$ cat src/rtl/core_lsu_pkg.sv
// Shared definitions for the load/store unit: op kinds, FSM encoding and op decode.
package core_lsu_pkg;

    localparam int unsigned XLEN = 32;
    localparam int unsigned NSTRB = XLEN / 8;

    typedef enum logic [3:0] {
        OP_NONE,
        OP_LB,
        OP_LH,
        OP_LW,
        OP_LBU,
        OP_LHU,
        OP_SB,
        OP_SH,
        OP_SW,
        OP_FLW,
        OP_FSW
    } op_e;

    localparam logic [1:0] ST_IDLE = 2'd0;
    localparam logic [1:0] ST_REQ  = 2'd1;
    localparam logic [1:0] ST_FIN  = 2'd2;

    // Flag order: {FSW, FLW, SW, SH, SB, LHU, LBU, LW, LH, LB}
    function automatic op_e op_from_flags(input logic [9:0] f);
        op_e op;
        op = OP_NONE;
        if (f[0])      op = OP_LB;
        else if (f[1]) op = OP_LH;
        else if (f[2]) op = OP_LW;
        else if (f[3]) op = OP_LBU;
        else if (f[4]) op = OP_LHU;
        else if (f[5]) op = OP_SB;
        else if (f[6]) op = OP_SH;
        else if (f[7]) op = OP_SW;
        else if (f[8]) op = OP_FLW;
        else if (f[9]) op = OP_FSW;
        return op;
    endfunction

endpackage

$ cat src/rtl/core_lsu_align.sv
// Combinational lane logic: store strobes/data, misalignment check, load extraction.
module core_lsu_align
    import core_lsu_pkg::*;
(
    input  logic [1:0]       addr_lo,
    input  op_e              op,
    input  logic [XLEN-1:0]  rs2,
    input  logic [XLEN-1:0]  frs2,
    input  op_e              ld_op,
    input  logic [1:0]       ld_addr_lo,
    input  logic [XLEN-1:0]  rdata,
    output logic [NSTRB-1:0] wstrb_c,
    output logic [XLEN-1:0]  wdata_c,
    output logic             is_store_c,
    output logic             misalign_c,
    output logic [XLEN-1:0]  load_data_c
);

    logic [7:0]  ld_byte;
    logic [15:0] ld_half;

    always_comb begin
        wstrb_c    = '0;
        wdata_c    = '0;
        is_store_c = 1'b0;
        misalign_c = 1'b0;
        case (op)
            OP_LH, OP_LHU:  misalign_c = addr_lo[0];
            OP_LW, OP_FLW:  misalign_c = (addr_lo != 2'b00);
            OP_SB: begin
                is_store_c = 1'b1;
                wstrb_c    = 4'b0001 << addr_lo;
                wdata_c    = {4{rs2[7:0]}};
            end
            OP_SH: begin
                is_store_c = 1'b1;
                misalign_c = addr_lo[0];
                wstrb_c    = 4'b0011 << addr_lo;
                wdata_c    = {2{rs2[15:0]}};
            end
            OP_SW, OP_FSW: begin
                is_store_c = 1'b1;
                misalign_c = (addr_lo != 2'b00);
                wstrb_c    = 4'hF;
                wdata_c    = (op == OP_FSW) ? frs2 : rs2;
            end
            default: ;
        endcase
    end

    // Lane selection uses the address latched with the op, not the live bus.
    always_comb begin
        ld_half = ld_addr_lo[1] ? rdata[31:16] : rdata[15:0];
        case (ld_addr_lo)
            2'd0:    ld_byte = rdata[7:0];
            2'd1:    ld_byte = rdata[15:8];
            2'd2:    ld_byte = rdata[23:16];
            default: ld_byte = rdata[31:24];
        endcase
        load_data_c = '0;
        case (ld_op)
            OP_LB:         load_data_c = {{24{ld_byte[7]}}, ld_byte};
            OP_LBU:        load_data_c = {24'h0, ld_byte};
            OP_LH:         load_data_c = {{16{ld_half[15]}}, ld_half};
            OP_LHU:        load_data_c = {16'h0, ld_half};
            OP_LW, OP_FLW: load_data_c = rdata;
            default:       load_data_c = '0;
        endcase
    end

endmodule

$ cat src/rtl/core_lsu.sv
// Load/store unit: one word-aligned request/ack transaction per START, registered outputs.
module core_lsu
    import core_lsu_pkg::*;
(
    input  logic             CLK,
    input  logic             RST_N,
    input  logic             START,
    input  logic             I_LB,
    input  logic             I_LH,
    input  logic             I_LW,
    input  logic             I_LBU,
    input  logic             I_LHU,
    input  logic             I_SB,
    input  logic             I_SH,
    input  logic             I_SW,
    input  logic             I_FLW,
    input  logic             I_FSW,
    input  logic [XLEN-1:0]  ADDR,
    input  logic [XLEN-1:0]  RS2,
    input  logic [XLEN-1:0]  FRS2,
    output logic             MEM_REQ,
    output logic             MEM_WE,
    output logic [XLEN-1:0]  MEM_ADDR,
    output logic [NSTRB-1:0] MEM_WSTRB,
    output logic [XLEN-1:0]  MEM_WDATA,
    input  logic [XLEN-1:0]  MEM_RDATA,
    input  logic             MEM_ACK,
    output logic             BUSY,
    output logic             DONE,
    output logic             MISALIGN,
    output logic [XLEN-1:0]  RDATA,
    output logic             RD_FP
);

    logic [1:0]       state_q, state_d;
    op_e              op_q, op_d, op_in;
    logic [1:0]       addr_lo_q, addr_lo_d;
    logic             mem_req_q, mem_req_d;
    logic             mem_we_q, mem_we_d;
    logic [XLEN-1:0]  mem_addr_q, mem_addr_d;
    logic [NSTRB-1:0] mem_wstrb_q, mem_wstrb_d;
    logic [XLEN-1:0]  mem_wdata_q, mem_wdata_d;
    logic             busy_q, busy_d;
    logic             done_q, done_d;
    logic             misalign_q, misalign_d;
    logic [XLEN-1:0]  rdata_q, rdata_d;
    logic             rd_fp_q, rd_fp_d;
    logic             accept;

    logic [NSTRB-1:0] wstrb_c;
    logic [XLEN-1:0]  wdata_c;
    logic             is_store_c;
    logic             misalign_c;
    logic [XLEN-1:0]  load_data_c;

    assign op_in = op_from_flags({I_FSW, I_FLW, I_SW, I_SH, I_SB,
                                  I_LHU, I_LBU, I_LW, I_LH, I_LB});

    core_lsu_align u_align (
        .addr_lo     (ADDR[1:0]),
        .op          (op_in),
        .rs2         (RS2),
        .frs2        (FRS2),
        .ld_op       (op_q),
        .ld_addr_lo  (addr_lo_q),
        .rdata       (MEM_RDATA),
        .wstrb_c     (wstrb_c),
        .wdata_c     (wdata_c),
        .is_store_c  (is_store_c),
        .misalign_c  (misalign_c),
        .load_data_c (load_data_c)
    );

    // A new START is taken in IDLE or in the FIN cycle that is already driving DONE.
    always_comb begin
        state_d     = state_q;
        op_d        = op_q;
        addr_lo_d   = addr_lo_q;
        mem_req_d   = mem_req_q;
        mem_we_d    = mem_we_q;
        mem_addr_d  = mem_addr_q;
        mem_wstrb_d = mem_wstrb_q;
        mem_wdata_d = mem_wdata_q;
        busy_d      = busy_q;
        done_d      = 1'b0;
        misalign_d  = misalign_q;
        rdata_d     = rdata_q;
        rd_fp_d     = rd_fp_q;
        accept      = START && ((state_q == ST_IDLE) || ((state_q == ST_FIN) && done_q));

        case (state_q)
            ST_REQ: begin
                if (MEM_ACK) begin
                    mem_req_d = 1'b0;
                    mem_we_d  = 1'b0;
                    rdata_d   = load_data_c;
                    rd_fp_d   = (op_q == OP_FLW);
                    done_d    = 1'b1;
                    busy_d    = 1'b0;
                    state_d   = ST_FIN;
                end
            end
            ST_FIN: begin
                state_d = ST_IDLE;
                // Suppressed accesses enter FIN without DONE; emit it on the way out.
                if (!done_q) begin
                    done_d = 1'b1;
                    busy_d = 1'b0;
                end
            end
            default: ;
        endcase

        if (accept) begin
            op_d       = op_in;
            addr_lo_d  = ADDR[1:0];
            busy_d     = 1'b1;
            rdata_d    = '0;
            rd_fp_d    = 1'b0;
            misalign_d = misalign_c;
            if ((op_in == OP_NONE) || misalign_c) begin
                state_d = ST_FIN;
            end else begin
                state_d     = ST_REQ;
                mem_req_d   = 1'b1;
                mem_we_d    = is_store_c;
                mem_addr_d  = {ADDR[XLEN-1:2], 2'b00};
                mem_wstrb_d = wstrb_c;
                mem_wdata_d = wdata_c;
            end
        end
    end

    always_ff @(posedge CLK or negedge RST_N) begin
        if (!RST_N) begin
            state_q     <= ST_IDLE;
            op_q        <= OP_NONE;
            addr_lo_q   <= '0;
            mem_req_q   <= 1'b0;
            mem_we_q    <= 1'b0;
            mem_addr_q  <= '0;
            mem_wstrb_q <= '0;
            mem_wdata_q <= '0;
            busy_q      <= 1'b0;
            done_q      <= 1'b0;
            misalign_q  <= 1'b0;
            rdata_q     <= '0;
            rd_fp_q     <= 1'b0;
        end else begin
            state_q     <= state_d;
            op_q        <= op_d;
            addr_lo_q   <= addr_lo_d;
            mem_req_q   <= mem_req_d;
            mem_we_q    <= mem_we_d;
            mem_addr_q  <= mem_addr_d;
            mem_wstrb_q <= mem_wstrb_d;
            mem_wdata_q <= mem_wdata_d;
            busy_q      <= busy_d;
            done_q      <= done_d;
            misalign_q  <= misalign_d;
            rdata_q     <= rdata_d;
            rd_fp_q     <= rd_fp_d;
        end
    end

    assign MEM_REQ   = mem_req_q;
    assign MEM_WE    = mem_we_q;
    assign MEM_ADDR  = mem_addr_q;
    assign MEM_WSTRB = mem_wstrb_q;
    assign MEM_WDATA = mem_wdata_q;
    assign BUSY      = busy_q;
    assign DONE      = done_q;
    assign MISALIGN  = misalign_q;
    assign RDATA     = rdata_q;
    assign RD_FP     = rd_fp_q;

endmodule
$ cat config.mk
export PLATFORM = sky130hd
export DESIGN_NAME = core_lsu
export DESIGN_NICKNAME = d
export VERILOG_FILES = /design/src/rtl/core_lsu_pkg.sv /design/src/rtl/core_lsu_align.sv /design/src/rtl/core_lsu.sv
export SDC_FILE = /design/constraint.sdc
export NUM_CORES = 1
export LEC_CHECK = 0
export BUFFER_PORTS_ARGS = -buffer_cell sky130_fd_sc_hd__buf_2
export CORE_ASPECT_RATIO = 1.75
export CORE_MARGIN = 10
export CORE_UTILIZATION = 50
export DETAILED_ROUTE_END_ITERATION = 8
export PLACE_DENSITY = 0.79
export SYNTH_ARGS = -nofsm -noshare
export SYNTH_HDL_FRONTEND = slang
export SYNTH_SLANG_ARGS = --single-unit
$ cat constraint.sdc
create_clock -name CLK -period 3.5 [get_ports CLK]
set_input_delay 0.7 -clock CLK [delete_from_list [all_inputs] [get_ports CLK]]
set_output_delay 0.7 -clock CLK [all_outputs]
set_load 0.02 [all_outputs]
# Word-level counts from Yosys, hierarchy flattened
# Index checks and enable logic that the tools add are counted.
[word_totals] ff_bits=112 inputBits=142
[op_classes] n_eq_ne=20 shift=2 muxes=43 bitwise=1 reduce_logical=20
[ops] operator="32-bit case mux with 5 select lines" n=1
[ops] operator="32-bit 2-to-1 mux" n=4
[ops] operator="32-bit case mux with 3 select lines" n=1
[ops] operator="4-bit 2-to-1 mux" n=10
[ops] operator="8-bit case mux with 3 select lines" n=1
[ops] operator="4-bit by 3-bit == test with 1-bit output, second input constant" n=5
[ops] operator="1-bit 2-to-1 mux" n=17
[ops] operator="4-bit by 2-bit == test with 1-bit output, second input constant" n=4
[ops] operator="4-bit == test, second input constant" n=4
[ops] operator="16-bit 2-to-1 mux" n=1
[ops] operator="4-bit case mux with 3 select lines" n=1
[ops] operator="4-bit OR reduction" n=2
[ops] operator="2-bit 2-to-1 mux" n=3
[ops] operator="3-bit inequality test, second input constant" n=2
[ops] operator="1-bit case mux with 2 select lines" n=3
[ops] operator="2-bit AND reduction" n=3
[ops] operator="2-bit nonzero test" n=3
[ops] operator="2-bit by 1-bit == test with 1-bit output, second input constant" n=2
[ops] operator="2-bit == test, second input constant" n=2
[ops] operator="4-bit by 1-bit == test with 1-bit output, second input constant" n=1
[ops] operator="2-bit zero test" n=2
[ops] operator="4-bit zero test" n=1
[ops] operator="2-bit case mux with 2 select lines" n=1
[ops] operator="2-bit OR reduction" n=2
[ops] operator="8 further kinds" n=10

# Longest topological paths before layout
[logic_depth] depth_word=16 depth_mapped=9 ltp_nobuf=8

# By module
# A second synthesis with hierarchy kept.
[unflattened] cells_unflattened=564 hier_area_um2=6343.6
[by_module_without_submodules] module="core_lsu" n_inst=1 cells_per_inst=369 area_per_inst_um2=4757.1
[by_module_without_submodules] module="core_lsu_align" n_inst=1 cells_per_inst=195 area_per_inst_um2=1586.5

# Worst setup path after synthesis
# OpenSTA, ideal clock, no wires.
[synth_path] path_type="input-to-reg" from="input I_SB" to="register mem_addr_q[10] (netlist: MEM_ADDR[10])" arrival_time_ps=2577 path_slack_ps=798 stages=8 cell_sequence="or4_1 o21ai_1 a211oi_1 o32ai_1 a211o_1 buf_4 buf_6 mux2_4"
[synth_between] elab_chain_cells=12 word_cells_on_any_way=20
[synth_rtl] item="start: declaration" line="core_lsu.sv:13" rtl="input logic I_SB,"
[synth_rtl] item="4-bit 2-to-1 mux *" line="core_lsu_pkg.sv:34" rtl="else if (f[5]) op = OP_SB;"
[synth_rtl] item="4-bit 2-to-1 mux *" line="core_lsu_pkg.sv:33" rtl="else if (f[4]) op = OP_LHU;"
[synth_rtl] item="4-bit 2-to-1 mux *" line="core_lsu_pkg.sv:32" rtl="else if (f[3]) op = OP_LBU;"
[synth_rtl] item="4-bit 2-to-1 mux *" line="core_lsu_pkg.sv:31" rtl="else if (f[2]) op = OP_LW;"
[synth_rtl] item="4-bit 2-to-1 mux *" line="core_lsu_pkg.sv:30" rtl="else if (f[1]) op = OP_LH;"
[synth_rtl] item="4-bit 2-to-1 mux *" line="core_lsu_pkg.sv:29" rtl="if (f[0]) op = OP_LB;"
[synth_rtl] item="4-bit by 2-bit == test with 1-bit output, or another cell as far along" line="core_lsu_align.sv:27" rtl="case (op)"
[synth_rtl] item="4-bit OR reduction (no source line) or 3-bit OR reduction (tied branches)"
[synth_rtl] item="1-bit case mux with 2 select lines" line="core_lsu_align.sv:27"
[synth_rtl] item="1-bit logical OR *" line="core_lsu.sv:121" rtl="if ((op_in == OP_NONE) || misalign_c) begin"
[synth_rtl] item="1-bit inverter (no source line) *"
[synth_rtl] item="2-bit AND reduction (no source line) *"
[synth_rtl] item="end signal: assignment" line="core_lsu.sv:155" rtl="mem_addr_q <= mem_addr_d;"
[synth_rtl] item="end: declaration" line="core_lsu.sv:40" rtl="logic [XLEN-1:0] mem_addr_q, mem_addr_d;"
# Every way passes the cells marked *; elsewhere a longest branch is shown, timed or not.
# A chain may end at the register's enable or synchronous reset.

# Final worst setup path
[layout_path] from="input I_SB" to="register mem_addr_q[23] (netlist: MEM_ADDR[23])"
# Same word-level chain as after synthesis.

==> run metrics <==
status finished clean; CTS max path bufs 2; Setup crit start I_SB; CTS Root Cell clkbuf_16; GPL Wtd Cong 0.9100; CP required 3.74 ns; Max Clock Freq approximately 340 MHz; clk_lat worst skew 0.35 ns; commonest non-fill, non-tap cells in the layout buf_2 (244), dfrtp_1 (112), mux2_4 (66); main combinational cell family by area after synthesis multiplexers; Vias/cell 5.781; wire per inst ~21 um; CTS H-Tree Depth 3; reg2reg end RDATA[11]$_DFFE_PN0P_; Slowest-stage cell, CP or4_1; Final Net Count 920; Post-Synth XOR/XNOR Area 0.002828; CP Depth 8; layout cell share with drive strength beyond 1 0.4570; Slew headroom 0.2843; Worst-path clk slew roughly 0.08 ns; instance count of the mapped netlist approximately 550; r2r startpoint state_q[0]$_DFFE_PN0P_; sequential fraction of the synthesis area 0.4524; CTS Buf Count 9; CORE AREA 12070 um2; initial antenna violation count 0; worst-case vdd ir drop ~280 uV; row count between 50 and 60; fin crit share 0.8440; critical-path maximum fanout 36; Hold Buf Count CTS 0; synth warn 0; Critical Path, Cell by Cell buf_2 -> or4_1 -> o21ai_1 -> a211oi_1 -> o32ai_1 -> a211o_4 -> buf_12 -> mux2_4; diodes inserted 0; Area Growth Syn to Fin 26.62%; leak pwr around 4.2 nW; biggest cell delay along the critical path 0.59 ns; area occupied by multi-input gates approximately 3200 um2; EDFF count, synth 0; Synth Area in Simple Gates 0.08948; Ports 248; Filler cells 998; CP Class input port to flop; Compound-Gate Fraction of Synth Area 0.1644; first drt pass iteration count 5; post-CTS sizing 0; Starting DRT DRC Count 215; ANT nets after route 0; Total GRT Usage 0.2207; R2R setup slack just over 0.9 ns; Die W 104.1 um; Post-Syn Area 6195 um2; unrepaired setup endpoints after global routing no; clk sink count 112; Post-Synth Adder-Cell Area 0.006059; CTS tree built; Setup crit end MEM_ADDR[23]$_DFFE_PN0P_; hpwl dp 16000 um; max-slew violation count 0; worst min path class input port to asynchronous set/reset pin; Post-CTS Setup Bufs 0; first-pass GRT wire length 31270 um; Arrival @ worst endpoint 3.19 ns; gr ovfl total 0; flops & latches, synth 112; Startpoint Class input port; Tmin final 2.954 ns; pin count of the biggest net entering global routing 60; Clock Skews 0.01031 ns; worst-margin pin slew 1.070 ns; die height 167.2 um; Vias 5457; post-synthesis mux area share 0.2420; vias in the first global route roughly 6000; Fin. Hold Viols 0; Max-Cap Viols 0; I/O Buffers around 250; Initial Utilization 0.5133; Reg area 2803 um2; DR DRC count 0; die area ~17000 um2; R2R depth 8; Top Family by Delay on Critical Path compound AO/OA/AOI/OAI gates; Final setup viols 0; Distinct cells, synth 51; Setup crit end kind flop; worst hold slack roughly 0.41 ns; Finished Layout Cells 944; Avg Cell Area, Syn 11.28 um2; post-route setup TNS 0 ns; Synth async-reset ratio 1.000; Placed Cells between 900 and 1000; leading cell type in the layout, fill and taps excluded buf_2; Routed WL 19780 um; dominant synthesized flop cell dfrtp_1; CP bufs+invs 2; power per cell area 713.4 nW/um2
per-layer routing:
layer,share of wire,wire [um],GRT usage,vias up
li1,-,-,-,2468
met1,0.36,7069,0.2301,2590
met2,0.51,10140,0.3970,335
met3,0.087,1721,0.06726,64
met4,0.043,846,0.09787,0
met5,0,0,0,-
per-stage QoR:
stage / cell area (um2) / power, mW / util / setup WS (ns)
2_1_floorplan: 6198 / 3.741 / - / 0.7978
3_3_place_gp: 7542 / 4.465 / 0.6249 / 0.3883
3_5_place_dp: 7542 / 4.578 / 0.6249 / 0.2900
4_1_cts: 7844 / 5.624 / 0.6499 / 0.6658
5_1_grt: 7844 / 5.910 / 0.6499 / 0.4656
6_report: 7844 / 5.596 / 0.6499 / 0.5459
flip-flops by register name, summed over array words and instances, names as in the netlist:
name	flops
DONE	1
MEM_WSTRB	4
MISALIGN	1
BUSY	1
RDATA	32
MEM_WDATA	32
addr_lo_q	2
MEM_REQ	1
MEM_WE	1
MEM_ADDR	30
op_q	4
RD_FP	1
state_q	2
worst reg2reg max path: cells and delay by family, from the launching register on:
kind / cells / cell delay [ns]
and+or+nand+nor: 3 / 1.04
buffers and inverters: 2 / 0.42
AOI/OAI and AO/OA: 2 / 0.41
DFF: 1 / 0.38
adders and majority gates: 1 / 0.23
logic make-up after synthesis:
family | Yosys count
compound gates | 163
simple gates | 113
flops | 112
mux | 106
buf+inv | 49
fa+ha+maj | 3
xor+xnor | 2
other cells | 1
cell type report:
type | instances | area share
Inverter | 6 | 0.002871
Multi-Input combinational cell | 389 | 0.4021
Sequential cell | 112 | 0.3573
Clock inverter | 6 | 0.009730
Clock buffer | 9 | 0.02871
Tap cell | 165 | 0.02632
Timing Repair Buffer | 257 | 0.1729
how the worst min path moves through the flow:
| stage | endpoint | slack, ns | cells past startpoint | from |
|---|---|---|---|---|
| after floorplan | BUSY$_DFFE_PN0P_ | 0.40 | 0 | RST_N |
| after global placement | RDATA[7]$_DFFE_PN0P_ | 0.46 | 2 | RDATA[7]$_DFFE_PN0P_ |
| after detailed placement | MEM_REQ$_DFF_PN0_ | 0.46 | 2 | MEM_REQ$_DFF_PN0_ |
| after CTS | RDATA[30]$_DFFE_PN0P_ | 0.43 | 1 | RST_N |
| after global routing | RDATA[30]$_DFFE_PN0P_ | 0.46 | 1 | RST_N |
| final | RDATA[30]$_DFFE_PN0P_ | 0.41 | 1 | RST_N |
where the power goes:
part	switching (mW)	internal, mW	total (mW)
logic	1.46	1.11	2.56
clock network	0.479	0.563	1.04
registers	0.316	1.67	1.99
Yosys cell counts (3+ instances only):
cell / number / area share
mux2i_1: 26 / 0.042
nor2_1: 10 / 0.0061
a221oi_1: 14 / 0.020
nor3_1: 4 / 0.0032
o211a_1: 9 / 0.015
a21oi_1: 28 / 0.023
buf_4: 3 / 0.0036
buf_2: 5 / 0.0040
clkbuf_1: 27 / 0.016
a22o_1: 9 / 0.013
and2_1: 4 / 0.0040
buf_6: 8 / 0.015
dfrtp_1: 112 / 0.45
mux2_4: 66 / 0.16
nand3_1: 6 / 0.0048
ha_1: 3 / 0.0061
nand2b_1: 4 / 0.0040
nand3b_1: 3 / 0.0036
inv_1: 6 / 0.0036
o21ai_0: 59 / 0.048
mux2_2: 6 / 0.011
nor4b_1: 8 / 0.011
nand2_1: 61 / 0.037
a31oi_1: 3 / 0.0030
o21ai_1: 21 / 0.017
nor3b_1: 4 / 0.0048
o21a_1: 3 / 0.0036
mux4_2: 8 / 0.029
Note: power is estimated with default switching activity, not from simulation.
